===== src/rtl/dep_check_unit_pkg.sv =====
// Shared definitions for the decode-stage dependency checker.
//   - opcode constants for the three opcodes the checker decodes specially
//   - operand-source select encodings driven to the register bank muxes
//   - stage_tag_t: per-stage record of destination register, write flag, load flag
//   - tag_hit(): one tag versus one source-register comparison
package dep_check_unit_pkg;

    localparam logic [4:0] OP_NOP = 5'h00;
    localparam logic [4:0] OP_LD  = 5'h14;
    localparam logic [4:0] OP_ST  = 5'h15;

    localparam logic [1:0] SEL_RF = 2'b00;
    localparam logic [1:0] SEL_EX = 2'b01;
    localparam logic [1:0] SEL_DM = 2'b10;
    localparam logic [1:0] SEL_WB = 2'b11;

    typedef struct packed {
        logic [4:0] rd;
        logic       writes;
        logic       is_load;
    } stage_tag_t;

    localparam stage_tag_t TAG_BUBBLE = '{rd: 5'd0, writes: 1'b0, is_load: 1'b0};

    // r0 is an ordinary register: a hit only needs a writing producer and equal addresses.
    function automatic logic tag_hit(input stage_tag_t tag, input logic [4:0] src);
        return tag.writes && (tag.rd == src);
    endfunction

endpackage


===== src/rtl/dep_check_unit_dep_cmp.sv =====
// dep_cmp: compares one source-register field against the EX, DM and WB tags
// and returns a priority-encoded operand select (youngest producer wins).
//   src    : source register address from decode
//   ex_tag : tag of the instruction in EX
//   dm_tag : tag of the instruction in DM
//   wb_tag : tag of the instruction in WB
//   sel    : SEL_EX / SEL_DM / SEL_WB / SEL_RF
// Build option: FWD_WB_EN enables the WB-stage forward (SEL_WB). Without it
// the register bank is write-before-read, so a WB-only hit reads the regfile.
module dep_cmp
    import dep_check_unit_pkg::*;
(
    input  logic [4:0] src,
    input  stage_tag_t ex_tag,
    input  stage_tag_t dm_tag,
    input  stage_tag_t wb_tag,
    output logic [1:0] sel
);

    // Load flags (and the WB tag in the default build) are not needed for the select.
    logic unused_tag_bits;
    assign unused_tag_bits = ^{ex_tag.is_load, dm_tag.is_load, wb_tag};

    // Priority select: EX, then DM, then (optionally) WB, else register file.
    always_comb begin
        sel = SEL_RF;
        if (tag_hit(ex_tag, src)) begin
            sel = SEL_EX;
        end else if (tag_hit(dm_tag, src)) begin
            sel = SEL_DM;
`ifdef FWD_WB_EN
        end else if (tag_hit(wb_tag, src)) begin
            sel = SEL_WB;
`endif
        end else begin
            sel = SEL_RF;
        end
    end

endmodule


===== src/rtl/dep_check_unit.sv =====
// dep_check_unit: decode-stage hazard detection and forwarding-select unit.
// Tracks the EX/DM/WB destination tags and, for the instruction in decode,
// chooses operand sources and requests a one-cycle load-use stall.
//   clk        : clock, rising edge
//   reset      : asynchronous active-low reset
//   ins        : decode instruction {opcode[19:15], rd[14:10], rs1[9:5], rs2[4:0]}
//   mux_sel_A  : operand-A source (00 rf, 01 EX, 10 DM, 11 WB)
//   mux_sel_B  : operand-B source, forced 00 when imm_sel=1
//   imm_sel    : operand B is the immediate (ins[19])
//   stall      : hold decode, inject a bubble into EX
//   RW_dm      : destination register of the DM-stage instruction
//   we_dm      : DM-stage instruction writes RW_dm
// Build option: FWD_WB_EN enables WB-stage forwarding (select 11).
module dep_check_unit
    import dep_check_unit_pkg::*;
(
    input  logic        clk,
    input  logic        reset,
    input  logic [19:0] ins,
    output logic [1:0]  mux_sel_A,
    output logic [1:0]  mux_sel_B,
    output logic        imm_sel,
    output logic        stall,
    output logic [4:0]  RW_dm,
    output logic        we_dm
);

    stage_tag_t ex_r, dm_r, wb_r;
    stage_tag_t dec_tag_s;
    logic [4:0] opcode_s, rs1_s, rs2_s;
    logic [1:0] sel_a_s, sel_b_s;
    logic       imm_s, stall_s;

    assign opcode_s = ins[19:15];
    assign rs1_s    = ins[9:5];
    assign rs2_s    = ins[4:0];

    // Decode the incoming instruction into the tag it will carry down the pipe.
    always_comb begin
        dec_tag_s.rd      = ins[14:10];
        dec_tag_s.is_load = (opcode_s == OP_LD);
        if ((opcode_s == OP_NOP) || (opcode_s == OP_ST)) begin
            dec_tag_s.writes = 1'b0;
        end else begin
            dec_tag_s.writes = 1'b1;
        end
    end

    dep_cmp u_cmp_a (
        .src    (rs1_s),
        .ex_tag (ex_r),
        .dm_tag (dm_r),
        .wb_tag (wb_r),
        .sel    (sel_a_s)
    );

    dep_cmp u_cmp_b (
        .src    (rs2_s),
        .ex_tag (ex_r),
        .dm_tag (dm_r),
        .wb_tag (wb_r),
        .sel    (sel_b_s)
    );

    // Immediate class and load-use detection; imm_sel is held low during reset.
    always_comb begin
        if (reset) begin
            imm_s = ins[19];
        end else begin
            imm_s = 1'b0;
        end
        if (ex_r.is_load && ex_r.writes &&
            ((ex_r.rd == rs1_s) || ((ex_r.rd == rs2_s) && !imm_s))) begin
            stall_s = 1'b1;
        end else begin
            stall_s = 1'b0;
        end
    end

    // Output selects: no forwarding while stalled; operand B ignores hits for immediates.
    always_comb begin
        if (stall_s) begin
            mux_sel_A = SEL_RF;
            mux_sel_B = SEL_RF;
        end else if (imm_s) begin
            mux_sel_A = sel_a_s;
            mux_sel_B = SEL_RF;
        end else begin
            mux_sel_A = sel_a_s;
            mux_sel_B = sel_b_s;
        end
    end

    assign imm_sel = imm_s;
    assign stall   = stall_s;

    // DM tag is itself a register, so these are registered views of it.
    assign RW_dm = dm_r.rd;
    assign we_dm = dm_r.writes;

    // Stage-tag pipeline; a stall replaces the EX entry with a bubble.
    always_ff @(posedge clk or negedge reset) begin
        if (!reset) begin
            ex_r <= TAG_BUBBLE;
            dm_r <= TAG_BUBBLE;
            wb_r <= TAG_BUBBLE;
        end else begin
            wb_r <= dm_r;
            dm_r <= ex_r;
            if (stall_s) begin
                ex_r <= TAG_BUBBLE;
            end else begin
                ex_r <= dec_tag_s;
            end
        end
    end

endmodule


===== config.mk =====
export PLATFORM = sky130hd
export DESIGN_NAME = dep_check_unit
export DESIGN_NICKNAME = d
export VERILOG_FILES = /design/src/rtl/dep_check_unit_pkg.sv /design/src/rtl/dep_check_unit_dep_cmp.sv /design/src/rtl/dep_check_unit.sv
export SDC_FILE = /design/constraint.sdc
export NUM_CORES = 1
export LEC_CHECK = 0
export ABC_AREA = 0
export CAP_MARGIN = 15
export CORE_ASPECT_RATIO = 1.4
export CORE_UTILIZATION = 33
export CTS_CLUSTER_SIZE = 16
export DETAILED_ROUTE_END_ITERATION = 10
export PLACE_DENSITY_LB_ADDON = 0.25
export SYNTH_ARGS = -nofsm -noshare
export SYNTH_HDL_FRONTEND = slang
export SYNTH_SLANG_ARGS = --single-unit

===== constraint.sdc =====
create_clock -name clk -period 4.25 [get_ports clk]
set_input_delay 0.85 -clock clk [delete_from_list [all_inputs] [get_ports clk]]
set_output_delay 0.85 -clock clk [all_outputs]
set_load 0.01 [all_outputs]

==> results of run 1 <==
where the power goes:
group	internal [µW]	switching, µW	total [µW]
clock	36.3	35.9	72.2
combinational	38.1	24.6	62.7
sequential	129	6.02	135
total	204	66.6	270
area by class of cell:
class / instances / area share
Multi-Input combinational cell: 50 / 0.335
Timing Repair Buffer: 34 / 0.312
Sequential cell: 13 / 0.301
Clock buffer: 4 / 0.0243
Tap cell: 21 / 0.0243
Inverter: 1 / 0.00347
cells in the mapped netlist:
cell type,n,share of area
xor2_1,15,0.19
dfrtp_1,13,0.47
nor2_1,5,0.027
nor2b_1,5,0.045
xnor2_1,5,0.063
nand3_1,3,0.022
nor4_1,3,0.027
nand2_1,2,0.011
nand4_1,2,0.018
a211oi_1,1,0.011
a21oi_1,1,0.0072
a21oi_4,1,0.024
and2_1,1,0.0090
inv_1,1,0.0054
nand3b_1,1,0.011
nand4b_2,1,0.022
nor3_1,1,0.0072
nor3_2,1,0.014
o21ai_0,1,0.0072
or3_1,1,0.0090
registers in the layout, summed over array words and instances (netlist names):
name   count
we_dm      1
ex_r       7
RW_dm      5
routing by layer:
metal / part of all wire / vias to the layer above / track usage
met4: 0.0094 / 0 / 0.100
met2: 0.58 / 18 / 0.263
met1: 0.38 / 275 / 0.154
met5: 0 / - / 0
met3: 0.033 / 2 / 0.0120
li1: - / 294 / -
how the worst min path moves through the flow:
stage	to	slack (ns)	cells past startpoint
3_3_place_gp	RW_dm[4]	0.42	0
4_1_cts	RW_dm[4]	0.44	0
5_1_grt	RW_dm[4]	0.45	0
3_5_place_dp	RW_dm[4]	0.42	0
6_report	RW_dm[4]	0.44	0
2_1_floorplan	RW_dm[1]	0.41	0
logic make-up after synthesis:
| kind of cell | share of synthesized area |
|---|---|
| xor gates and xnor gates | 0.253 |
| buffers and inverters | 0.00542 |
| DFF | 0.470 |
| and+or+nand+nor | 0.222 |
| AOI/OAI and AO/OA | 0.0488 |
critical path, delay by kind of cell:
kind / cells / cell delay [ns]
buffers and inverters: 2 / 1.04
AND/OR/NAND/NOR: 2 / 0.43
AO/OA/AOI/OAI: 1 / 0.29
XOR/XNOR: 1 / 0.17
metrics by stage:
stage | area [µm²] | cells | power (µW) | hold slack, ns
2_1_floorplan | 692 | 64 | 161 | 0.409
3_3_place_gp | 1060 | 119 | 200 | 0.421
3_5_place_dp | 1060 | 119 | 201 | 0.425
4_1_cts | 1080 | 123 | 274 | 0.441
5_1_grt | 1080 | 123 | 285 | 0.452
6_report | 1080 | 123 | 270 | 0.435
cell usage in the layout, fill, tap and decap left out, drive strengths merged:
cell type,Yosys,routed
clkbuf,0,4
inv,1,1
nor3,2,2
buf,0,1
a21oi,2,2
nor4,3,3
nand4,2,2
or3,1,1
clkdlybuf4s50,0,33
dfrtp,13,13
nand2,2,2
a211oi,1,1
nand3b,1,1
and2,1,1
nor2,5,5
xnor2,5,5
nand3,3,3
xor2,15,15
nand4b,1,1
o21ai,1,1
nor2b,5,5
==> run_summary.xml, run 1 <==
<?xml version="1.0" encoding="UTF-8"?>
<metrics>
  <group name="sta">
    <metric name="maxSlewHeadroom" unit="">0.772</metric>
    <metric name="clock.fmax" unit="MHz">275</metric>
    <metric name="skew" unit="ns">0.00240</metric>
    <metric name="fin_crit" unit="ns">3.64</metric>
    <metric name="rsz0062_at_grt" unit="">false</metric>
    <metric name="post-route-worst-setup-slack" unit="ns">0.613</metric>
    <metric name="fin_setup_tns" unit="ns">0</metric>
    <metric name="hold_violations" unit="">0</metric>
    <metric name="layout_worst_path_cycle_share" unit="">0.856</metric>
    <metric name="final-setup-viol-count" unit="">0</metric>
    <metric name="transition_time_at_the_pin_with_the_least_slew_margin" unit="ns">0.338</metric>
    <metric name="timing.final.max_slew_violations" unit="">0</metric>
  </group>
  <group name="detailed_routing">
    <metric name="drtPass1Iterations" unit="">3</metric>
    <metric name="first_iter_violations" unit="">4</metric>
    <metric name="avgViaCountPerCell" unit="">4.79</metric>
    <metric name="detail-route-antenna-nets" unit="">0</metric>
    <metric name="routed-via-count" unit="">589</metric>
    <metric name="wl_per_cell" unit="µm">12.1</metric>
    <metric name="drc" unit="">0</metric>
    <metric name="final_wirelength" unit="µm">1490</metric>
  </group>
  <group name="global_routing">
    <metric name="grt_antenna_before_repair" unit="">0</metric>
    <metric name="grt_overflow" unit="">0</metric>
    <metric name="grt_util_all_layers" unit="">0.151</metric>
    <metric name="grt_pass1_wl" unit="µm">2300</metric>
    <metric name="grt_pass1_vias" unit="">599</metric>
    <metric name="maximum_number_of_pins_on_one_net_before_global_route_repair" unit="">14</metric>
  </group>
  <group name="final_layout">
    <metric name="antenna_cells" unit="">0</metric>
    <metric name="synthToLayoutAreaGrowth" unit="%">56.4</metric>
    <metric name="multi_input_area" unit="µm²">363</metric>
    <metric name="num-fill-cells" unit="">176</metric>
    <metric name="register_area" unit="µm²">325</metric>
    <metric name="finish.net_count" unit="">125</metric>
    <metric name="utilization" unit="">0.549</metric>
    <metric name="drive_above_1_share" unit="">0.0686</metric>
  </group>
  <group name="placement">
    <metric name="dp.final_hpwl" unit="µm">1240</metric>
    <metric name="gpl.final_weighted_congestion" unit="">0.711</metric>
    <metric name="portBuffers" unit="">33</metric>
    <metric name="detailedPlace.worstSlack" unit="ns">0.621</metric>
  </group>
  <group name="clock_network">
    <metric name="ctsHtreeMaxLevel" unit="">1</metric>
    <metric name="cts.repair.resized" unit="">0</metric>
    <metric name="cts-buffers-inserted" unit="">3</metric>
    <metric name="clk_pin_slew" unit="ns">0.07</metric>
    <metric name="post_cts_hold_buffer_count" unit="">0</metric>
    <metric name="cts.path.max_buffers" unit="">2</metric>
    <metric name="clk_latency" unit="ns">0.26</metric>
    <metric name="clock_tree.root_cell" unit="">clkbuf_4</metric>
    <metric name="cts_tree" unit="">yes</metric>
    <metric name="cts.sinks" unit="">13</metric>
    <metric name="post_cts_buffers" unit="">0</metric>
  </group>
  <group name="critical_path">
    <metric name="timing.critical_path.slowest_cell_delay" unit="ns">0.59</metric>
    <metric name="required" unit="ns">3.40</metric>
    <metric name="critical_path.startpoint_type" unit="">primary input</metric>
    <metric name="critical_path.endpoint" unit="">stall</metric>
    <metric name="worst-path-max-fanout" unit="">9</metric>
    <metric name="critPathCaptureType" unit="">primary output</metric>
    <metric name="arrival" unit="ns">2.79</metric>
    <metric name="setup.worst_path.start" unit="">ins[0]</metric>
    <metric name="r2r-end" unit="">ex_r[6]</metric>
    <metric name="ff2ff_setup_slack" unit="ns">2.73</metric>
    <metric name="critical_path.most_common_cell" unit="">clkdlybuf4s50_1</metric>
    <metric name="r2r-start" unit="">ex_r[2]</metric>
    <metric name="critical_path_class" unit="">primary input to primary output</metric>
    <metric name="cp_cell_sequence" unit="">clkdlybuf4s50_1 &gt; xor2_1 &gt; nor3_2 &gt; nand4b_2 &gt; a21oi_4 &gt; clkdlybuf4s50_1</metric>
    <metric name="cp_slowest_cell" unit="">clkdlybuf4s50_1</metric>
    <metric name="reg2regPathDepth" unit="">5</metric>
  </group>
  <group name="power_and_ir_drop">
    <metric name="power.density_cell_area" unit="nW/µm²">250</metric>
    <metric name="p_leak" unit="µW">0.000430</metric>
    <metric name="ir_drop" unit="mV">0.154</metric>
  </group>
  <group name="yosys">
    <metric name="synth_seq_cells" unit="">13</metric>
    <metric name="synth.lib_cells_used.distinct" unit="">20</metric>
    <metric name="yosysSeqAreaShare" unit="">0.470</metric>
    <metric name="post_synth_inst_count" unit="">64</metric>
    <metric name="yosys_warnings" unit="">0</metric>
    <metric name="postSynthAreaPerCell" unit="µm²">10.8</metric>
    <metric name="synthesis.nets" unit="">86</metric>
    <metric name="mappedNetlistArea" unit="µm²">692</metric>
  </group>
  <group name="floorplan">
    <metric name="placeableCoreArea" unit="µm²">1970</metric>
    <metric name="die_width" unit="µm">40.7</metric>
    <metric name="floorplan.rows" unit="">19</metric>
    <metric name="dieArea" unit="µm²">2290</metric>
    <metric name="io_pins" unit="">34</metric>
    <metric name="die_height" unit="µm">56.2</metric>
    <metric name="floorplan.initialDensity" unit="">0.351</metric>
  </group>
  <group name="min_path">
    <metric name="timing.hold.worst.start" unit="">ex_r[6]</metric>
    <metric name="min_path_type" unit="">flop to flop</metric>
  </group>
  <group name="job">
    <metric name="maxCapViolCount" unit="">0</metric>
  </group>
  <group name="run_status">
    <metric name="status" unit="">completed</metric>
  </group>
</metrics>
Power figures use the tool's default switching activity.
==> run 2: changes to the inputs <==
Settings changed: CAP_MARGIN 15 to 0, CORE_ASPECT_RATIO 1.4 to default, CORE_UTILIZATION 33 to 39.
Clock period 4.25 ns to 3.4 ns, I/O delays scaled along.
==> run 2 against run 1 <==
Routed wire length decreased by 3.4%. Via count increased by 1.0%. Sequential share of layout area about the same. Combinational power is 23% higher. Critical path type unchanged. Flip-flop and latch count did not move. Highest routed layer unchanged. Largest power group unchanged. First-iteration DRC count grew 50%. Core utilization grew 14 points.
==> run_summary.xml, run 2 (synthesis gave the netlist of run 1 again) <==
<?xml version="1.0" encoding="UTF-8"?>
<metrics>
  <group name="min_path">
    <metric name="whs_path_depth" unit="">0</metric>
    <metric name="min_path_type" unit="">flop to flop</metric>
  </group>
  <group name="placement">
    <metric name="gpl.final_weighted_congestion" unit="">0.762</metric>
    <metric name="dp.final_hpwl" unit="µm">1230</metric>
    <metric name="portBuffers" unit="">33</metric>
  </group>
  <group name="final_layout">
    <metric name="register_area" unit="µm²">325</metric>
    <metric name="most-common-layout-cells" unit="">33 x clkdlybuf4s50_1, 15 x xor2_1, 13 x dfrtp_1</metric>
    <metric name="antenna_cells" unit="">0</metric>
    <metric name="finish.net_count" unit="">126</metric>
    <metric name="max_flop_register" unit="">ex_r</metric>
    <metric name="layout_commonest_cell" unit="">clkdlybuf4s50_1</metric>
    <metric name="synthToLayoutAreaGrowth" unit="%">56.6</metric>
    <metric name="drive_above_1_share" unit="">0.0777</metric>
    <metric name="multi_input_area" unit="µm²">363</metric>
    <metric name="num-fill-cells" unit="">122</metric>
    <metric name="largest_register_ff_count" unit="">7</metric>
  </group>
  <group name="sta">
    <metric name="layout_worst_path_cycle_share" unit="">0.935</metric>
    <metric name="clock.fmax" unit="MHz">314</metric>
    <metric name="hold_violations" unit="">0</metric>
    <metric name="maxSlewHeadroom" unit="">0.751</metric>
    <metric name="fin_crit" unit="ns">3.18</metric>
    <metric name="fin_hold_ws" unit="ns">0.442</metric>
    <metric name="rsz0062_at_grt" unit="">false</metric>
    <metric name="transition_time_at_the_pin_with_the_least_slew_margin" unit="ns">0.370</metric>
    <metric name="skew" unit="ns">0.00219</metric>
    <metric name="fin_setup_tns" unit="ns">0</metric>
    <metric name="final-setup-viol-count" unit="">0</metric>
    <metric name="timing.final.max_slew_violations" unit="">0</metric>
  </group>
  <group name="critical_path">
    <metric name="arrival" unit="ns">2.50</metric>
    <metric name="r2r-start" unit="">ex_r[2]</metric>
    <metric name="critical_path.endpoint" unit="">stall</metric>
    <metric name="timing.critical_path.slowest_cell_delay" unit="ns">0.56</metric>
    <metric name="cp_cell_sequence" unit="">clkdlybuf4s50_1 &gt; xor2_1 &gt; nor3_1 &gt; nand3_1 &gt; a21oi_4 &gt; clkdlybuf4s50_1</metric>
    <metric name="critical_path_class" unit="">primary input to primary output</metric>
    <metric name="cp_slowest_cell" unit="">clkdlybuf4s50_1</metric>
    <metric name="required" unit="ns">2.72</metric>
    <metric name="critical_path.startpoint_type" unit="">primary input</metric>
    <metric name="r2r-end" unit="">ex_r[4]</metric>
    <metric name="ff2ff_setup_slack" unit="ns">1.83</metric>
    <metric name="critPathCaptureType" unit="">primary output</metric>
    <metric name="reg2regPathDepth" unit="">6</metric>
    <metric name="worst-path-max-fanout" unit="">3</metric>
    <metric name="critical_path.most_common_cell" unit="">clkdlybuf4s50_1</metric>
    <metric name="setup.worst_path.start" unit="">ins[7]</metric>
  </group>
  <group name="detailed_routing">
    <metric name="drtPass1Iterations" unit="">6</metric>
    <metric name="detail-route-antenna-nets" unit="">0</metric>
    <metric name="final_wirelength" unit="µm">1440</metric>
    <metric name="first_iter_violations" unit="">6</metric>
    <metric name="routed-via-count" unit="">595</metric>
    <metric name="drc" unit="">0</metric>
    <metric name="wl_per_cell" unit="µm">12.1</metric>
    <metric name="avgViaCountPerCell" unit="">5.00</metric>
  </group>
  <group name="clock_network">
    <metric name="post_cts_buffers" unit="">0</metric>
    <metric name="cts.repair.resized" unit="">0</metric>
    <metric name="cts-buffers-inserted" unit="">3</metric>
    <metric name="cts.sinks" unit="">13</metric>
    <metric name="cts.path.max_buffers" unit="">2</metric>
    <metric name="cts_tree" unit="">yes</metric>
    <metric name="clk_latency" unit="ns">0.26</metric>
    <metric name="post_cts_hold_buffer_count" unit="">0</metric>
    <metric name="clk_pin_slew" unit="ns">0.07</metric>
    <metric name="clock_tree.root_cell" unit="">clkbuf_4</metric>
    <metric name="ctsHtreeMaxLevel" unit="">1</metric>
  </group>
  <group name="power_and_ir_drop">
    <metric name="clock_power_share" unit="">0.261</metric>
    <metric name="power.density_cell_area" unit="nW/µm²">309</metric>
    <metric name="ir_drop" unit="mV">0.184</metric>
    <metric name="share_seq_of_total_power" unit="">0.508</metric>
    <metric name="p_leak" unit="µW">0.000435</metric>
    <metric name="internal-power" unit="µW">255</metric>
    <metric name="switching_share" unit="">0.239</metric>
    <metric name="p_switching" unit="µW">80.0</metric>
    <metric name="power_frac_comb" unit="">0.231</metric>
  </group>
  <group name="floorplan">
    <metric name="die_width" unit="µm">44.1</metric>
    <metric name="io_pins" unit="">34</metric>
    <metric name="dieArea" unit="µm²">1950</metric>
    <metric name="floorplan.initialDensity" unit="">0.439</metric>
    <metric name="floorplan.rows" unit="">14</metric>
    <metric name="placeableCoreArea" unit="µm²">1580</metric>
    <metric name="die_height" unit="µm">44.1</metric>
  </group>
  <group name="global_routing">
    <metric name="grt_overflow" unit="">0</metric>
    <metric name="grt_util_all_layers" unit="">0.159</metric>
    <metric name="grt_pass1_wl" unit="µm">2180</metric>
    <metric name="grt_antenna_before_repair" unit="">0</metric>
    <metric name="grt_pass1_vias" unit="">557</metric>
    <metric name="maximum_number_of_pins_on_one_net_before_global_route_repair" unit="">14</metric>
  </group>
  <group name="run_status">
    <metric name="status" unit="">completed</metric>
  </group>
  <group name="job">
    <metric name="maxCapViolCount" unit="">0</metric>
  </group>
</metrics>
[run 2: changes by cell type in the layout (fill, tap and decap cells not counted)]
cell,before,now
buf_4,1,2
[run 2: through the flow]
stage | area, µm² | power, µW | instances | worst slack [ns] | util
global placement | 1060 | 249 | 115 | 0.240 | 0.671
finish | 1080 | 335 | 119 | 0.220 | 0.687
detailed placement | 1060 | 251 | 115 | 0.218 | 0.671
floorplan | 692 | 202 | 64 | 1.12 | -
global route | 1080 | 359 | 119 | 0.115 | 0.687
CTS | 1080 | 340 | 119 | 0.213 | 0.687
[run 2: final cells by class]
cell class | instances | area share
clock buffers | 4 | 0.0242
inverters | 1 | 0.00346
repair buffers | 35 | 0.319
multi-input cells | 50 | 0.335
flip-flops and latches | 13 | 0.300
well taps | 16 | 0.0185
[run 2: worst min path at each step]
stage,slack (ns),endpoint,start
2_1_floorplan,0.38,RW_dm[0],reset
5_1_grt,0.46,RW_dm[1],ex_r[3]
6_report,0.44,RW_dm[3],ex_r[5]
3_5_place_dp,0.43,RW_dm[3],ex_r[5]
3_3_place_gp,0.43,RW_dm[1],ex_r[3]
4_1_cts,0.45,RW_dm[3],ex_r[5]
[run 2: worst max-delay path: cells and delay by family]
family,cells,cell delay [ns]
AO/OA/AOI/OAI,1,0.21
XOR/XNOR,1,0.18
AND/OR/NAND/NOR,2,0.42
buffers and inverters,2,1.01
[run 2: per-layer routing]
layer,track usage,wire [µm]
met5,0,0
met4,0.109,14
met3,0.0245,46
met2,0.276,770
met1,0.176,604
[run 2: power groups by stage]
| stage | logic [µW] | registers [µW] | clock network, µW |
|---|---|---|---|
| CTS | 78.1 | 170 | 92.1 |
| global route | 83.8 | 171 | 104 |
| floorplan | 28.8 | 173 | 0 |
| detailed placement | 77.8 | 173 | 0 |
| global placement | 76.9 | 173 | 0 |
| finish | 77.3 | 170 | 87.4 |
==> run 3: changes to the inputs <==
Settings changed: CORE_AREA from default to 2 2 39 41, CORE_UTILIZATION 39 to default, DIE_AREA from default to 0 0 41 43, DONT_BUFFER_PORTS from default to 1.
==> run 3 against run 2 <==
Die area down 9.4%. Clock skew down 0.0017 ns. Worst hold slack worse by 0.34 ns. Non-clock buffer count down 35. Maximum frequency up 29%. Setup slack better by 0.72 ns. Critical path type is now flop to primary output.
==> run_summary.xml, run 3 (synthesis gave the netlist of run 1 again) <==
<?xml version="1.0" encoding="UTF-8"?>
<metrics>
  <group name="sta">
    <metric name="hold_violations" unit="">0</metric>
    <metric name="timing.final.max_slew_violations" unit="">0</metric>
    <metric name="fin_crit" unit="ns">2.46</metric>
    <metric name="fin_setup_tns" unit="ns">0</metric>
    <metric name="skew" unit="ns">0.000491</metric>
    <metric name="transition_time_at_the_pin_with_the_least_slew_margin" unit="ns">0.294</metric>
    <metric name="rsz0062_at_grt" unit="">false</metric>
    <metric name="clock.fmax" unit="MHz">407</metric>
    <metric name="maxSlewHeadroom" unit="">0.804</metric>
    <metric name="fin_hold_ws" unit="ns">0.103</metric>
    <metric name="layout_worst_path_cycle_share" unit="">0.723</metric>
    <metric name="final-setup-viol-count" unit="">0</metric>
  </group>
  <group name="critical_path">
    <metric name="timing.critical_path.slowest_cell_delay" unit="ns">0.42</metric>
    <metric name="critPathTopFamily" unit="">simple AND/OR/NAND/NOR gates</metric>
    <metric name="critical_path.startpoint_type" unit="">flop</metric>
    <metric name="critical_path_class" unit="">flop to primary output</metric>
    <metric name="critPathCaptureType" unit="">primary output</metric>
    <metric name="arrival" unit="ns">1.78</metric>
    <metric name="cp_cell_sequence" unit="">xor2_1 &gt; nor3_2 &gt; nand4b_2 &gt; a21oi_4 &gt; nor2_1</metric>
    <metric name="worst-path-max-fanout" unit="">9</metric>
    <metric name="worstPathBufferInverterCount" unit="">0</metric>
    <metric name="required" unit="ns">2.72</metric>
    <metric name="cp_slowest_cell" unit="">dfrtp_1</metric>
  </group>
  <group name="clock_network">
    <metric name="clk_pin_slew" unit="ns">0.07</metric>
    <metric name="cts.sinks" unit="">13</metric>
    <metric name="post_cts_hold_buffer_count" unit="">0</metric>
    <metric name="ctsHtreeMaxLevel" unit="">1</metric>
    <metric name="cts_tree" unit="">yes</metric>
    <metric name="cts-buffers-inserted" unit="">3</metric>
    <metric name="cts.path.max_buffers" unit="">2</metric>
    <metric name="clock_tree.root_cell" unit="">clkbuf_4</metric>
    <metric name="post_cts_buffers" unit="">0</metric>
    <metric name="cts.repair.resized" unit="">0</metric>
    <metric name="clk_latency" unit="ns">0.26</metric>
  </group>
  <group name="floorplan">
    <metric name="placeableCoreArea" unit="µm²">1380</metric>
    <metric name="floorplan.rows" unit="">14</metric>
    <metric name="floorplan.initialDensity" unit="">0.500</metric>
    <metric name="die_width" unit="µm">41</metric>
    <metric name="die_height" unit="µm">43</metric>
    <metric name="io_pins" unit="">34</metric>
    <metric name="dieArea" unit="µm²">1760</metric>
  </group>
  <group name="final_layout">
    <metric name="drive_above_1_share" unit="">0.0882</metric>
    <metric name="final_cell_area" unit="µm²">738</metric>
    <metric name="synthToLayoutAreaGrowth" unit="%">6.69</metric>
    <metric name="layout_commonest_cell" unit="">xor2_1</metric>
    <metric name="finish.net_count" unit="">91</metric>
    <metric name="largest_register_ff_count" unit="">7</metric>
    <metric name="max_flop_register" unit="">ex_r</metric>
    <metric name="num-fill-cells" unit="">130</metric>
    <metric name="most-common-layout-cells" unit="">15 x xor2_1, 13 x dfrtp_1, 5 x xnor2_1, 5 x nor2_1, 5 x nor2b_1</metric>
    <metric name="antenna_cells" unit="">0</metric>
  </group>
  <group name="detailed_routing">
    <metric name="detail-route-antenna-nets" unit="">0</metric>
    <metric name="first_iter_violations" unit="">1</metric>
    <metric name="drtPass1Iterations" unit="">3</metric>
    <metric name="final_wirelength" unit="µm">1200</metric>
    <metric name="avgViaCountPerCell" unit="">5.48</metric>
    <metric name="wl_per_cell" unit="µm">14.3</metric>
    <metric name="routed-via-count" unit="">460</metric>
    <metric name="drc" unit="">0</metric>
  </group>
  <group name="power_and_ir_drop">
    <metric name="p_leak" unit="µW">0.000298</metric>
    <metric name="ir_drop" unit="mV">0.188</metric>
    <metric name="power.density_cell_area" unit="nW/µm²">396</metric>
    <metric name="finalPower" unit="µW">293</metric>
  </group>
  <group name="placement">
    <metric name="gpl.final_weighted_congestion" unit="">0.673</metric>
    <metric name="dp.final_hpwl" unit="µm">997</metric>
    <metric name="portBuffers" unit="">0</metric>
    <metric name="placement.cell_area" unit="µm²">712</metric>
  </group>
  <group name="run_status">
    <metric name="status" unit="">completed</metric>
  </group>
  <group name="min_path">
    <metric name="min_path_type" unit="">primary input to asynchronous set/reset pin</metric>
  </group>
  <group name="global_routing">
    <metric name="maximum_number_of_pins_on_one_net_before_global_route_repair" unit="">15</metric>
    <metric name="grt_overflow" unit="">0</metric>
    <metric name="grt_most_used_layer" unit="">met2</metric>
    <metric name="grt_pass1_vias" unit="">475</metric>
    <metric name="grt_util_all_layers" unit="">0.157</metric>
    <metric name="grtUsageMet1" unit="">0.194</metric>
    <metric name="grt_pass1_wl" unit="µm">1820</metric>
    <metric name="grt_antenna_before_repair" unit="">0</metric>
    <metric name="gr-usage-met3" unit="">0.0419</metric>
    <metric name="grt_use_met2" unit="">0.241</metric>
  </group>
  <group name="job">
    <metric name="maxCapViolCount" unit="">0</metric>
  </group>
</metrics>
==> run 3: cell count changes in the layout (fill, tap and decap cells not counted), sizes merged <==
| cell | delta |
|---|---|
| clkdlybuf4s50 | -33 |
| buf | -2 |
==> run 3: stage by stage <==
| step | std cells | utilization | setup WS (ns) |
|---|---|---|---|
| 3_5_place_dp | 80 | 0.514 | 0.981 |
| 5_1_grt | 84 | 0.533 | 0.768 |
| 6_report | 84 | 0.533 | 0.943 |
| 2_1_floorplan | 64 | - | 1.12 |
| 4_1_cts | 84 | 0.533 | 0.912 |
| 3_3_place_gp | 80 | 0.514 | 1.00 |
==> run 3: final timing paths <==
kind                          from      endpoint  slack [ns]  cells after the start
max                        ex_r[2]  mux_sel_B[1]        0.94                      5
min                          reset       ex_r[4]        0.10                      0
max reg2reg                ex_r[2]       ex_r[0]        1.82                      5
min reg2reg                ex_r[5]      RW_dm[3]        0.46                      0
max in group asynchronous    reset      RW_dm[0]        3.23                      0
min in group clk           ex_r[5]      RW_dm[3]        0.46                      0
==> run 3: final cells by class <==
type / count / area (µm²) / area share
Clock buffer: 4 / 26.3 / 0.0356
Inverter: 1 / 3.75 / 0.00508
Multi-Input combinational cell: 50 / 363 / 0.492
Sequential cell: 13 / 325 / 0.441
Tap cell: 16 / 20.0 / 0.0271
==> run 3: worst register-to-register path, delay by kind of cell, from the launching register on <==
| kind | cells | cell delay (ns) |
|---|---|---|
| AND/OR/NAND/NOR | 3 | 0.53 |
| AO/OA/AOI/OAI | 1 | 0.33 |
| flip-flops | 1 | 0.42 |
| XOR/XNOR | 1 | 0.19 |
==> run 3: power breakdown <==
group	switching [µW]	total, µW	internal (µW)	leakage [µW]
sequential	10.5	172	162	0.000149
clock	43.0	88.3	45.4	0.0000150
combinational	14.9	32.1	17.2	0.000134
total	68.3	293	224	0.000298
==> run 3: layer usage <==
layer	wire length, µm	vias up
li1	-	227
met2	579	23
met4	0	0
met3	142	0
met5	0	-
met1	480	210
